[src/rtl/i2c_rx_frame_ctrl.sv]
// Frame-level controller for the I2C receive tap: consumes START/bit/STOP symbols,
// assembles MSB-first bytes, gates 9th-bit ACK detection and reports frame status.
module i2c_rx_frame_ctrl #(
  parameter int unsigned CNT_W       = 5,
  parameter int unsigned MAX_BYTES   = 16,
  parameter int unsigned TIMEOUT_CYC = 20000
) (
  input  logic             clock,
  input  logic             rst_n,
  input  logic             arm,
  output logic             tap_enable,
  output logic             tap_ack_en,
  input  logic [2:0]       tap_data,
  input  logic             tap_valid,
  input  logic             tap_ack_ok,
  output logic             busy,
  output logic [7:0]       byte_data,
  output logic             byte_valid,
  output logic             byte_is_addr,
  output logic             byte_acked,
  output logic             frame_done,
  output logic [CNT_W-1:0] frame_len,
  output logic [1:0]       frame_err
);

  localparam int unsigned TO_W = $clog2(TIMEOUT_CYC);
  localparam logic [2:0]  SYM_START = 3'd1;
  localparam logic [2:0]  SYM_BIT1  = 3'd2;
  localparam logic [2:0]  SYM_BIT0  = 3'd3;
  localparam logic [2:0]  SYM_STOP  = 3'd4;

  typedef enum logic [1:0] {ST_IDLE, ST_ARMED, ST_SHIFT, ST_ACK} state_e;

  state_e            state_q, state_d;
  logic [7:0]        sr_q, sr_d;
  logic [2:0]        bit_cnt_q, bit_cnt_d;
  logic [CNT_W-1:0]  byte_cnt_q, byte_cnt_d;
  logic              addr_pending_q, addr_pending_d;
  logic [TO_W-1:0]   idle_cnt_q, idle_cnt_d;
  logic              tap_enable_q, tap_enable_d;
  logic              tap_ack_en_q, tap_ack_en_d;
  logic              busy_q, busy_d;
  logic [7:0]        byte_data_q, byte_data_d;
  logic              byte_valid_q, byte_valid_d;
  logic              byte_is_addr_q, byte_is_addr_d;
  logic              byte_acked_q, byte_acked_d;
  logic              frame_done_q, frame_done_d;
  logic [CNT_W-1:0]  frame_len_q, frame_len_d;
  logic [1:0]        frame_err_q, frame_err_d;

  logic   sym_start, sym_bit, sym_stop, in_frame, timeout_c, byte_done, overflow_c, frame_end;
  state_e exit_state;

  assign sym_start  = tap_valid && (tap_data == SYM_START);
  assign sym_bit    = tap_valid && ((tap_data == SYM_BIT1) || (tap_data == SYM_BIT0));
  assign sym_stop   = tap_valid && (tap_data == SYM_STOP);
  assign in_frame   = (state_q == ST_SHIFT) || (state_q == ST_ACK);
  assign timeout_c  = in_frame && !tap_valid && (idle_cnt_q == TO_W'(TIMEOUT_CYC - 1));
  assign byte_done  = (state_q == ST_ACK) && sym_bit;
  assign overflow_c = byte_done && (32'(byte_cnt_q) >= MAX_BYTES);
  assign frame_end  = in_frame && (sym_stop || overflow_c || timeout_c);
  assign exit_state = arm ? ST_ARMED : ST_IDLE;

  // State and registered outputs
  always_ff @(posedge clock or negedge rst_n) begin
    if (!rst_n) begin
      state_q        <= ST_IDLE;
      sr_q           <= '0;
      bit_cnt_q      <= '0;
      byte_cnt_q     <= '0;
      addr_pending_q <= 1'b0;
      idle_cnt_q     <= '0;
      tap_enable_q   <= 1'b0;
      tap_ack_en_q   <= 1'b0;
      busy_q         <= 1'b0;
      byte_data_q    <= '0;
      byte_valid_q   <= 1'b0;
      byte_is_addr_q <= 1'b0;
      byte_acked_q   <= 1'b0;
      frame_done_q   <= 1'b0;
      frame_len_q    <= '0;
      frame_err_q    <= '0;
    end else begin
      state_q        <= state_d;
      sr_q           <= sr_d;
      bit_cnt_q      <= bit_cnt_d;
      byte_cnt_q     <= byte_cnt_d;
      addr_pending_q <= addr_pending_d;
      idle_cnt_q     <= idle_cnt_d;
      tap_enable_q   <= tap_enable_d;
      tap_ack_en_q   <= tap_ack_en_d;
      busy_q         <= busy_d;
      byte_data_q    <= byte_data_d;
      byte_valid_q   <= byte_valid_d;
      byte_is_addr_q <= byte_is_addr_d;
      byte_acked_q   <= byte_acked_d;
      frame_done_q   <= frame_done_d;
      frame_len_q    <= frame_len_d;
      frame_err_q    <= frame_err_d;
    end
  end

  // Next-state logic; any frame end takes priority over bit progress
  always_comb begin
    state_d = state_q;
    unique case (state_q)
      ST_IDLE:  if (arm) state_d = ST_ARMED;
      ST_ARMED: begin
        if (!arm)           state_d = ST_IDLE;
        else if (sym_start) state_d = ST_SHIFT;
      end
      ST_SHIFT: begin
        if (frame_end)                         state_d = exit_state;
        else if (sym_bit && bit_cnt_q == 3'd7) state_d = ST_ACK;
      end
      ST_ACK: begin
        if (frame_end)                 state_d = exit_state;
        else if (sym_bit || sym_start) state_d = ST_SHIFT;
      end
      default: state_d = ST_IDLE;
    endcase
  end

  // Datapath and output next values
  always_comb begin
    sr_d           = sr_q;
    bit_cnt_d      = bit_cnt_q;
    byte_cnt_d     = byte_cnt_q;
    addr_pending_d = addr_pending_q;
    byte_data_d    = byte_data_q;
    byte_is_addr_d = byte_is_addr_q;
    byte_acked_d   = byte_acked_q;
    frame_len_d    = frame_len_q;
    frame_err_d    = frame_err_q;
    byte_valid_d   = 1'b0;
    frame_done_d   = 1'b0;
    tap_enable_d   = (state_d != ST_IDLE);
    tap_ack_en_d   = (state_d == ST_ACK);
    busy_d         = (state_d == ST_SHIFT) || (state_d == ST_ACK);
    idle_cnt_d     = (tap_valid || !busy_d) ? '0 : idle_cnt_q + TO_W'(1);

    if (state_q == ST_ARMED && state_d == ST_SHIFT) begin
      sr_d           = '0;
      bit_cnt_d      = '0;
      byte_cnt_d     = '0;
      addr_pending_d = 1'b1;
    end else if (in_frame && sym_start) begin
      // Repeated START drops any partial byte but keeps the frame's byte count
      sr_d           = '0;
      bit_cnt_d      = '0;
      addr_pending_d = 1'b1;
    end else if (state_q == ST_SHIFT && sym_bit) begin
      sr_d      = {sr_q[6:0], (tap_data == SYM_BIT1)};
      bit_cnt_d = bit_cnt_q + 3'd1;
    end else if (byte_done) begin
      byte_valid_d   = 1'b1;
      byte_data_d    = sr_q;
      byte_acked_d   = tap_ack_ok;
      byte_is_addr_d = addr_pending_q;
      addr_pending_d = 1'b0;
      bit_cnt_d      = '0;
      if (byte_cnt_q != '1) byte_cnt_d = byte_cnt_q + CNT_W'(1);
    end

    if (frame_end) begin
      frame_done_d = 1'b1;
      frame_len_d  = byte_cnt_q;
      if (overflow_c) begin
        frame_err_d = 2'd3;
        frame_len_d = CNT_W'(MAX_BYTES);
      end else if (sym_stop) begin
        frame_err_d = ((state_q == ST_ACK) || (bit_cnt_q != '0)) ? 2'd1 : 2'd0;
      end else begin
        frame_err_d = 2'd2;
      end
    end
  end

  assign tap_enable   = tap_enable_q;
  assign tap_ack_en   = tap_ack_en_q;
  assign busy         = busy_q;
  assign byte_data    = byte_data_q;
  assign byte_valid   = byte_valid_q;
  assign byte_is_addr = byte_is_addr_q;
  assign byte_acked   = byte_acked_q;
  assign frame_done   = frame_done_q;
  assign frame_len    = frame_len_q;
  assign frame_err    = frame_err_q;

endmodule

[config.mk]
export PLATFORM = sky130hd
export DESIGN_NAME = i2c_rx_frame_ctrl
export DESIGN_NICKNAME = d
export VERILOG_FILES = /design/src/rtl/i2c_rx_frame_ctrl.sv
export SDC_FILE = /design/constraint.sdc
export NUM_CORES = 1
export LEC_CHECK = 0
export CAP_MARGIN = 5
export CORE_MARGIN = 4
export CORE_UTILIZATION = 57
export CTS_BUF_LIST = sky130_fd_sc_hd__clkbuf_2 sky130_fd_sc_hd__clkbuf_4 sky130_fd_sc_hd__clkbuf_8
export CTS_CLUSTER_SIZE = 14
export DETAILED_ROUTE_END_ITERATION = 10
export GPL_TIMING_DRIVEN = 0
export HOLD_SLACK_MARGIN = 0.03
export PLACE_DENSITY = 0.77
export REMOVE_ABC_BUFFERS = 1
export SETUP_SLACK_MARGIN = 0.05
export SYNTH_ARGS = -nofsm -noshare
export SYNTH_HDL_FRONTEND = slang
export SYNTH_SLANG_ARGS = --single-unit
[constraint.sdc]
create_clock -name clock -period 2 [get_ports clock]
set_input_delay 0.4 -clock clock [delete_from_list [all_inputs] [get_ports clock]]
set_output_delay 0.4 -clock clock [all_outputs]
set_load 0.01 [all_outputs]
==> reports/summary.txt <==
post-synth top area share: 56.6%
fill count: 291
startpoint types: flip-flop
register area share after synthesis: 56.6%
leakage power: 1.40 nW
Net Sw Frac: 26.2%
clk buf depth: 2
die footprint: 0.00546 sq mm
via count: 1705
largest net degree at the start of global routing: 37
Power, Total: 0.00233 W
port bufs: 29
CTS tree: yes
DRT iter0 DRCs: 76
Final Net Count: 273
Worst-Margin Slew: 0.609 ns
share of cells above drive strength 1: 18.1%
Crit path max-delay family: simple AND/OR/NAND/NOR gates
logic gate share of total power: 17.5%
first-pass GRT wire length: 7660 microns
Post-synth EDFFs: 0
final wirelength: 4620 microns
cts hold-fix bufs: 0
Seq pwr share: 55.8%
Top Layer Used: met4
Fin. Hold Viols: 0
clock power share: 26.7%
most frequent cell after synthesis: dfrtp_1
Post-Syn Area: 0.00247 sq mm
Avg WL per Cell: 14.9 microns
FF+latch count, synth: 56
status: complete, no violations
area post-placement: 0.00281 sq mm
Slew Limit Fails: 0
clk sinks: 56
Placeable Area: 0.00409 sq mm
Design Area, Final: 0.00303 sq mm
number of global-route vias before repair: 1625
Pre-Repair DR Iteration Count: 4
post-DR vias/cell: 5.50
WP data arrival: 2.09 ns
crit path max-delay cell type: dfrtp_2
met3 WL: 156 microns
critical path endpoint category: flip-flop
ANT cells: 0
crit-path cells: nand2_1 > or3_4 > and3_4 > nand2b_4 > inv_6 > mux2_1
clock skew: 0.00888 ns
Clock Pin Slew Worst Setup and Hold Paths: 0.10 ns
grt ovf: 0
Crit path largest cell delay: 0.45 ns
metal2 WL: 2240 microns
VDD IR max: 0.560 mV
initial antenna violation count: 0
Ys Warns: 0
Synth Flop Type: dfrtp_1
Avg Cell Area, Syn: 11.3 sq um
Async SR Flop Fraction: 100%
Max Cap Violations: 0
endpoints failing setup: 0
Max transition margin: 59.3%
area grow syn2layout: 22.2%
H-tree depth: 2
GPL Wtd Cong: 0.789
Worst Path Required: 2.19 ns
worst hold path class: input port to asynchronous set/reset pin
Initial Util: 60.6%
HPWL after detailed placement: 3040 microns
synthesized netlist cell count: 219
I/O Pins: 30
Distinct cells, synth: 40
Setup CP Type: flip-flop to flip-flop
Power per Cell Area: 770 mW/mm^2
Vert. Die Dim: 73.9 microns
Total Routing Usage GR: 18.7%
Root Buffer: clkbuf_8
ranking of synthesized cells by area: dfrtp_1, mux2_2, nor2_1
Yosys top cell by area: dfrtp_1
net switching power: 0.000610 W
final worst path period need: 1.90 ns
Post-synth top cells: dfrtp_1, nor2_1, nand2_1
Max Fanout on Critical Path: 7
Crit path buffers/inverters: 1
chip width: 73.9 microns
Routed Antenna Nets: 0
Final Cycle Share: 95.2%
FP Rows: 23
total CTS buffers: 5
DRC: 0
Routed met1 length: 2170 microns
latest clock arrival within the worst-skew pair: 0.30 ns
RSZ-0062 raised after global routing: yes
Fmax: 525 MHz
internal power: 0.00172 W
timing repair:
action	in CTS	in global routing
endpoints found under the setup margin	43	23
endpoints found under the hold margin	0	0
pin swaps	1	3
resized for setup	9	8
buffers inserted	4	5
metal layers:
metal / up-vias / global-route usage [%]
met5: - / 0
met4: 0 / 6.04
met3: 6 / 4.51
met2: 32 / 31.0
met1: 836 / 24.1
li1: 831 / -
layout make-up:
cell class                 count  area, sq um  share of cell area, %
sequential                    56         1400                   46.4
tap                           50         62.6                   2.07
clock inverter                 2         10.0                  0.331
inverter                      10         42.5                   1.41
multi-input combinational    147         1040                   34.4
clock buffer                   6         82.6                   2.73
timing repair buffer          39          384                   12.7
cells in the final DEF (no fill, tap or decap), types with 2 or more instances in the layout:
cell type / n
and3_1: 2
nand3_1: 9
dfrtp_2: 2
and3_4: 2
clkinv_2: 2
nor3_1: 2
nand3b_1: 2
mux2_2: 10
mux2i_1: 3
a21oi_1: 2
clkdlybuf4s15_1: 2
a22o_1: 10
nand4_1: 5
o21ai_0: 9
xnor2_1: 4
nand2_1: 20
inv_1: 9
nand2b_1: 2
ha_1: 5
clkdlybuf4s50_1: 25
buf_12: 2
xor2_1: 11
buf_4: 8
or3_1: 2
nor2_1: 27
dfrtp_1: 54
clkbuf_8: 6
flip-flops by register name, summed over array words and instances (netlist names), 2 cells and up:
signal	cells
sr_q	8
state_q	2
idle_cnt_q	15
bit_cnt_q	3
byte_data	8
frame_err	2
frame_len	5
byte_cnt_q	5
final timing paths:
kind                                          startpoint                        to  slack [ns]  depth (start not counted)
worst min-delay path                               rst_n      byte_valid$_DFF_PN0_        0.05                          1
worst max register to register      state_q[1]$_DFF_PN0_  frame_err[0]$_DFFE_PN0P_         0.1                          6
worst max-delay path                state_q[1]$_DFF_PN0_  frame_err[0]$_DFFE_PN0P_         0.1                          6
worst min register to register  frame_err[0]$_DFFE_PN0P_  frame_err[0]$_DFFE_PN0P_        0.50                          1
max in group asynchronous                          rst_n  bit_cnt_q[1]$_DFFE_PN0P_        1.39                          2
min in group clock              frame_err[0]$_DFFE_PN0P_  frame_err[0]$_DFFE_PN0P_        0.50                          1
cell families after synthesis:
| family | synth area share [%] |
|---|---|
| buffers and inverters | 3.08 |
| adders and majority gates | 3.03 |
| DFF | 56.6 |
| xor gates and xnor gates | 5.31 |
| muxes | 6.82 |
| AOI/OAI and AO/OA | 6.52 |
| and+or+nand+nor | 18.6 |
stage by stage:
| stage | worst slack [ns] | setup TNS (ns) | instances | utilization [%] | hold WS (ns) |
|---|---|---|---|---|---|
| 2_1_floorplan | -0.0282 | -0.0282 | 213 | - | 0.104 |
| 3_3_place_gp | -1.14 | -88.33 | 292 | 68.3 | 0.474 |
| 3_5_place_dp | -1.01 | -25.99 | 293 | 68.7 | 0.393 |
| 4_1_cts | -0.0305 | -0.0305 | 305 | 72.4 | 0.0604 |
| 5_1_grt | 0.0129 | 0 | 310 | 74.0 | 0.0726 |
| 6_report | 0.0955 | 0 | 310 | 74.0 | 0.0486 |
power by group through the flow:
stage	combinational, W	clock, W	sequential [W]
after floorplan	0.000152	0	0.00134
after global placement	0.000346	0	0.00132
after detailed placement	0.000363	0	0.00133
after CTS	0.000377	0.000642	0.00130
after global routing	0.000454	0.000688	0.00131
final	0.000408	0.000623	0.00130
No activity file was read; power rests on OpenSTA's default activity.
